[config.mk]
export PLATFORM = sky130hd
export DESIGN_NAME = csi_frame_controller
export DESIGN_NICKNAME = d
export VERILOG_FILES = /design/src/rtl/csi_frame_controller.sv
export SDC_FILE = /design/constraint.sdc
export NUM_CORES = 1
export LEC_CHECK = 0
export ABC_AREA = 1
export CAP_MARGIN = 10
export CELL_PAD_IN_SITES_DETAIL_PLACEMENT = 0
export CELL_PAD_IN_SITES_GLOBAL_PLACEMENT = 1
export CORE_MARGIN = 3
export CORE_UTILIZATION = 28
export CTS_CLUSTER_SIZE = 28
export DETAILED_ROUTE_END_ITERATION = 7
export PLACE_DENSITY_LB_ADDON = 0.1
export SYNTH_ARGS = -nofsm -noshare
export SYNTH_HDL_FRONTEND = slang
export SYNTH_SLANG_ARGS = --single-unit
[constraint.sdc]
create_clock -name clk_in -period 3 [get_ports clk_in]
set_input_delay 0.9 -clock clk_in [delete_from_list [all_inputs] [get_ports clk_in]]
set_output_delay 0.9 -clock clk_in [all_outputs]
set_load 0.01 [all_outputs]
[src/rtl/csi_frame_controller.sv]
// Sequences one packet through the LTS-FFT -> equalizer -> CSI path: gates exactly
// NUM_LTS*FFT_LEN bins into the equalizer, frames CSI_LEN CSI beats, and aborts stalled packets.
module csi_frame_controller #(
   parameter int FFT_LEN = 64,
   parameter int NUM_LTS = 2,
   parameter int CSI_LEN = 52,
   parameter int TIMEOUT = 1024
) (
   input  logic        clk_in,
   input  logic        rst_n_in,
   input  logic        enable_in,
   input  logic        trig_in,
   input  logic        s_fft_tvalid,
   input  logic        s_fft_tlast,
   input  logic [15:0] s_fft_re,
   input  logic [15:0] s_fft_im,
   output logic        s_fft_tready,
   output logic        m_eq_tvalid,
   output logic        m_eq_tlast,
   output logic [15:0] m_eq_re,
   output logic [15:0] m_eq_im,
   input  logic        m_eq_tready,
   output logic        eq_rst_out,
   input  logic        s_csi_tvalid,
   input  logic        s_csi_tlast,
   input  logic [15:0] s_csi_re,
   input  logic [15:0] s_csi_im,
   output logic        s_csi_tready,
   output logic        m_csi_tvalid,
   output logic        m_csi_tlast,
   output logic [15:0] m_csi_re,
   output logic [15:0] m_csi_im,
   input  logic        m_csi_tready,
   output logic        busy_out,
   output logic        frame_done_out,
   output logic        timeout_out,
   output logic [15:0] frame_cnt_out,
   output logic [15:0] drop_cnt_out
);

   localparam int IN_BEATS = FFT_LEN * NUM_LTS;
   localparam int IW = $clog2(IN_BEATS);
   localparam int OW = $clog2(CSI_LEN);
   localparam int TW = $clog2(TIMEOUT);
   localparam logic [IW-1:0] IN_LAST  = IW'(IN_BEATS - 1);
   localparam logic [OW-1:0] OUT_LAST = OW'(CSI_LEN - 1);
   localparam logic [TW-1:0] T_LAST   = TW'(TIMEOUT - 1);

   typedef enum logic [1:0] {IDLE, FEED, DRAIN, ABORT} state_e;

   state_e         state_q;
   logic [IW-1:0]  in_cnt_q;
   logic [OW-1:0]  out_cnt_q;
   logic [TW-1:0]  timer_q;
   logic           csi_done_q;
   logic           busy_q, frame_done_q, timeout_q, eq_rst_q;
   logic [15:0]    frame_cnt_q, drop_cnt_q;

   logic feed, active, csi_pass;
   logic eq_hs, csi_hs, in_last_hs, csi_last_hs;
   logic complete, abort, trig_drop;
   logic [1:0] drop_inc_d;

   // Upstream tlast is meaningless here: framing comes from our own counters.
   logic unused_tlast;
   assign unused_tlast = s_fft_tlast ^ s_csi_tlast;

   assign m_eq_re  = s_fft_re;
   assign m_eq_im  = s_fft_im;
   assign m_csi_re = s_csi_re;
   assign m_csi_im = s_csi_im;

   // NOTE: every always_comb output gets a default first so no path can infer a latch.
   always_comb begin
      feed     = (state_q == FEED);
      active   = feed || (state_q == DRAIN);
      csi_pass = active && !csi_done_q;

      m_eq_tvalid  = 1'b0;
      m_eq_tlast   = 1'b0;
      s_fft_tready = 1'b1;
      if (feed) begin
         m_eq_tvalid  = s_fft_tvalid;
         m_eq_tlast   = (in_cnt_q == IN_LAST);
         s_fft_tready = m_eq_tready;
      end

      m_csi_tvalid = 1'b0;
      m_csi_tlast  = 1'b0;
      s_csi_tready = 1'b1;
      if (csi_pass) begin
         m_csi_tvalid = s_csi_tvalid;
         m_csi_tlast  = (out_cnt_q == OUT_LAST);
         s_csi_tready = m_csi_tready;
      end

      eq_hs       = m_eq_tvalid && m_eq_tready;
      csi_hs      = m_csi_tvalid && m_csi_tready;
      in_last_hs  = eq_hs && (in_cnt_q == IN_LAST);
      csi_last_hs = csi_hs && (out_cnt_q == OUT_LAST);
      // CSI may finish during LTS2; the frame then closes on the last FFT handshake.
      complete    = (feed && in_last_hs && (csi_done_q || csi_last_hs))
                 || ((state_q == DRAIN) && csi_last_hs);
      abort       = active && !eq_hs && !csi_hs && (timer_q == T_LAST);
      trig_drop   = trig_in && enable_in && (state_q != IDLE);
      drop_inc_d  = {1'b0, trig_drop} + {1'b0, abort};
   end

   // NOTE: sequential state uses non-blocking assignments only, so every register
   // samples the pre-edge values regardless of statement order.
   always_ff @(posedge clk_in) begin
      if (!rst_n_in) begin
         state_q      <= IDLE;
         in_cnt_q     <= '0;
         out_cnt_q    <= '0;
         timer_q      <= '0;
         csi_done_q   <= 1'b0;
         busy_q       <= 1'b0;
         frame_done_q <= 1'b0;
         timeout_q    <= 1'b0;
         eq_rst_q     <= 1'b1;
         frame_cnt_q  <= '0;
         drop_cnt_q   <= '0;
      end else begin
         frame_done_q <= 1'b0;
         timeout_q    <= 1'b0;
         eq_rst_q     <= 1'b0;
         drop_cnt_q   <= drop_cnt_q + {14'd0, drop_inc_d};
         case (state_q)
            IDLE: begin
               if (trig_in && enable_in) begin
                  state_q    <= FEED;
                  busy_q     <= 1'b1;
                  in_cnt_q   <= '0;
                  out_cnt_q  <= '0;
                  timer_q    <= '0;
                  csi_done_q <= 1'b0;
               end
            end
            FEED, DRAIN: begin
               if (eq_hs) in_cnt_q <= in_cnt_q + 1'b1;
               if (csi_hs) out_cnt_q <= out_cnt_q + 1'b1;
               if (csi_last_hs) csi_done_q <= 1'b1;
               if (eq_hs || csi_hs) timer_q <= '0;
               else timer_q <= timer_q + 1'b1;

               if (complete) begin
                  state_q      <= IDLE;
                  busy_q       <= 1'b0;
                  frame_done_q <= 1'b1;
                  frame_cnt_q  <= frame_cnt_q + 16'd1;
               end else if (feed && in_last_hs) begin
                  state_q <= DRAIN;
               end else if (abort) begin
                  // Resetting the equalizer realigns its bin/LTS counters for the next packet.
                  state_q   <= ABORT;
                  timeout_q <= 1'b1;
                  eq_rst_q  <= 1'b1;
               end
            end
            default: begin
               state_q <= IDLE;
               busy_q  <= 1'b0;
            end
         endcase
      end
   end

   assign busy_out       = busy_q;
   assign frame_done_out = frame_done_q;
   assign timeout_out    = timeout_q;
   assign eq_rst_out     = eq_rst_q;
   assign frame_cnt_out  = frame_cnt_q;
   assign drop_cnt_out   = drop_cnt_q;

endmodule

==> run summary <==
Dividing the detail-routed via count by the number of cells gives between 4 and 5. The worst setup path is launched from a primary input. In this run the worst hold path is classified as register to register. The wire length reported by the detailed router came out at 8400 um. The width of the die came out at about 120 um.

The maximum clock path buffer count came out at 2. In this run the worst setup path terminates at s_csi_tready. The number of slew-limit violations in the final report is 0. The flip-flop and latch count after synthesis is 62. The ratio of final minimum period to clock period came out at 0.980. The global router's overall resource usage is 0.125. The total number of H-tree levels came out at 3. The post-synth net total is 590.

Counting I/O delays and the setup requirement, the final critical path takes 2.94 ns. The die span in y came out at 120 um. The post-synthesis instance area is 0.00361 mm^2. The number of endpoints with negative hold slack in the final report came out at 0. The initial antenna violation count is 0. The delay of the slowest critical-path stage is about 0.54 ns.

The number of buffers created by CTS came out at 9. The total of max-cap violations is 0. From synthesis to final layout, the design area changed by 18.3%.

On the critical path the largest part of the delay comes from buffers and inverters. The most used flip-flop cell after synthesis is dfxtp_1. The minimum setup slack among reg-to-reg paths came out at 0.39 ns. Setup repair after global routing could not meet its margin everywhere.

Clock latency on the worst-skew pair, taken at its later pin, is 0.33 ns. The number of global-route vias before repair is just under 3000. The unique cell type count in the Yosys netlist is 38. The worst pin sits at a relative slew slack of 0.670. The number of cells on the critical path is 4. In this run the critical register-to-register path is captured at drop_cnt_out[12].

The transition time at the pin with the least slew margin is roughly 0.49 ns. The per-instance average area after synthesis is 7.15 um^2. The setup slack after placement is -0.173 ns.

The highest ir drop seen on vdd came out at ~230 uV. The setup slack after layout came out at roughly 0.059 ns. The area enclosed by the die boundary is about 0.014 mm^2. For this run, asynchronously set or reset flops after synthesis account for 0.

Walking the worst path, the cells encountered are clkdlybuf4s50_1 -> inv_1 -> nand3_1 -> clkdlybuf4s50_1. The number of vias after detailed routing is roughly 3000. In this run the worst setup path begins at m_csi_tready.

TritonCTS built the clock tree. The share of synthesized area occupied by flip-flops and latches came out at 0.344. Dividing the detail-routed wire length by the instance count gives between 10 and 15 um. The count of buffer and inverter cells on the critical path came out at 3.

The worst register-to-register path begins at state_q[0]. The required time of the worst setup path came out at 2.10 ns. The first-pass GRT wire length is 14300 um. Of the cells placed in the final design, the portion with a size suffix greater than 1 is 0.112. Clock-pin slew was measured on the worst setup and hold paths at about 0.05 ns. By startpoint and endpoint, the worst setup path is classified as primary input to primary output.

The final RePlAce weighted congestion is approximately 0.74. The count of nets left with antenna violations after detail routing is 0. The I/O pin total is 180. After synthesis, the cell types taking the most area are dfxtp_1 (34%), buf_4 (14%), nand2_1 (9.6%). The number of sinks driven by the clock tree is slightly above 60. For this run, the top clock speed supported by timing is around 0.34 GHz.

The run finished with clean final reports. Summed over all cells, the static leakage comes to between 1.5 and 2 nW. The core region is between 0.01 and 0.015 mm^2.

The first detailed-routing pass took 4 iterations. The cell type with the highest occurrence count on the critical path is clkdlybuf4s50_1. The total setup violations reported at the end of the flow is 0.

The number of warnings printed during yosys synthesis is 0. The number of core rows came out at 40. Buffers placed on the I/O ports in this run total around 50. STA classifies the critical path endpoint as a primary output.

For the worst setup path, the data arrival time is ~2.0 ns. For this design, the slowest cell found on the critical path is clkdlybuf4s50_1. The cell count after synthesis came out at ~510. The number of post-CTS setup repair buffers is 0. The maximum fanout along the worst path is 2. For this configuration, the core starts out at a cell density of 0.293. CTS placed an instance of clkbuf_16 at the clock tree root. The depth of the worst register-to-register path is 14. The DRC violation count after routing came out at 0. The cell type with the largest total area after synthesis is dfxtp_1. The total power per unit cell area came out at roughly 630 mW/mm^2. By count the netlist is led by nand2_1 (92), buf_4 (65), dfxtp_1 (62). The pin count of the biggest net entering global routing came out at 24. The first routing iteration left 86 violations.

The final net count came out at between 500 and 600. The top-area cell type share of the netlist area is 0.344. For this run the aggregate overflow at the end of global routing stands at 0. The repair_antennas step left the layout with diodes totalling 0. The number of synthesized flops with an enable pin is 0. For the final routed database, the setup TNS stands at 0 ns. The final worst clock skew is about 0.0061 ns. nand2_1 is the most common cell in the netlist. For this design, the CTS-stage hold fixing added 0 buffers. Detailed placement ended at an HPWL of between 6000 and 7000 um.
tightest hold or removal path, stage by stage, from the launching register on:
cell and delay [ns]:
dfxtp_1 0.32, inv_1 0.05, a21oi_1 0.05
kinds of logic (layout without fill, tap and decap cells):
kind of cell / count (synthesis) / count (layout) / share of synthesized area
fa+ha+maj: 11 / 11 / 0.0402
xor+xnor: 14 / 14 / 0.0340
buf+inv: 133 / 145 / 0.209
simple gates: 216 / 216 / 0.269
flops: 62 / 62 / 0.344
compound gates: 69 / 69 / 0.105
flip-flops by register name (all words and copies together) (netlist names):
name            cells
state_q             2
csi_done_q          1
eq_rst_out          1
timer_q            10
frame_done_out      1
out_cnt_q           6
busy_out            1
in_cnt_q            7
drop_cnt_out       16
timeout_out         1
frame_cnt_out      16
per-layer routing:
metal  track usage  share of wire  vias to the layer above  routed length, um
met1         0.155           0.48                     1308               4030
li1              -              -                     1572                  -
met3        0.0405          0.058                       30                484
met4        0.0723          0.028                        0                233
met2         0.191           0.43                       63               3650
met5             0              0                        -                  0
metrics by stage:
step                      std cells  instance area, um^2  power [mW]   util  hold slack (ns)
final                           685                 4270        2.67  0.347            0.468
after global routing            685                 4270        2.85  0.347            0.508
after CTS                       685                 4260        2.72  0.346            0.466
after detailed placement        670                 3940        1.57  0.320            0.456
after global placement          670                 3940        1.57  0.320            0.446
after floorplan                 505                 3610        1.43      -            0.436
final cells by class:
class	count	area (um^2)
Fill cell	1348	8040
Multi-Input combinational cell	310	1630
Clock buffer	11	253
Clock inverter	4	70.1
Inverter	62	234
Sequential cell	62	1240
Tap cell	168	210
Timing Repair Buffer	68	631
timing repair:
item	in CTS	in global routing
setup endpoints to repair	2	4
pin swaps	0	1
gates resized for setup	3	5
worst min-delay path by stage:
stage	from	end	slack (ns)	cells past startpoint
finish	in_cnt_q[5]	in_cnt_q[5]	0.47	2
global route	frame_cnt_out[14]	frame_cnt_out[14]	0.51	2
CTS	in_cnt_q[5]	in_cnt_q[5]	0.47	2
detailed placement	in_cnt_q[5]	in_cnt_q[5]	0.46	2
global placement	in_cnt_q[5]	in_cnt_q[5]	0.45	2
floorplan	in_cnt_q[5]	in_cnt_q[5]	0.44	2
cells in the final DEF, fill, tap and decap left out, drive strengths merged, types with 3 or more instances in the layout:
| cell | synthesis | final |
|---|---|---|
| nor2 | 58 | 58 |
| nand4 | 7 | 7 |
| nor3 | 16 | 16 |
| o211a | 3 | 3 |
| clkdlybuf4s50 | 0 | 47 |
| xor2 | 10 | 10 |
| buf | 67 | 19 |
| nand3 | 33 | 33 |
| o21ai | 22 | 22 |
| xnor2 | 4 | 4 |
| clkbuf | 4 | 11 |
| inv | 61 | 61 |
| nand2 | 95 | 95 |
| ha | 10 | 10 |
| clkinv | 1 | 3 |
| a21oi | 37 | 37 |
| dfxtp | 62 | 62 |
where the power goes:
part / total, mW / internal (mW) / switching [mW]
Combinational: 0.637 / 0.240 / 0.397
Clock: 1.12 / 0.764 / 0.359
Sequential: 0.912 / 0.872 / 0.0403
(Power assumes the default switching activity.)
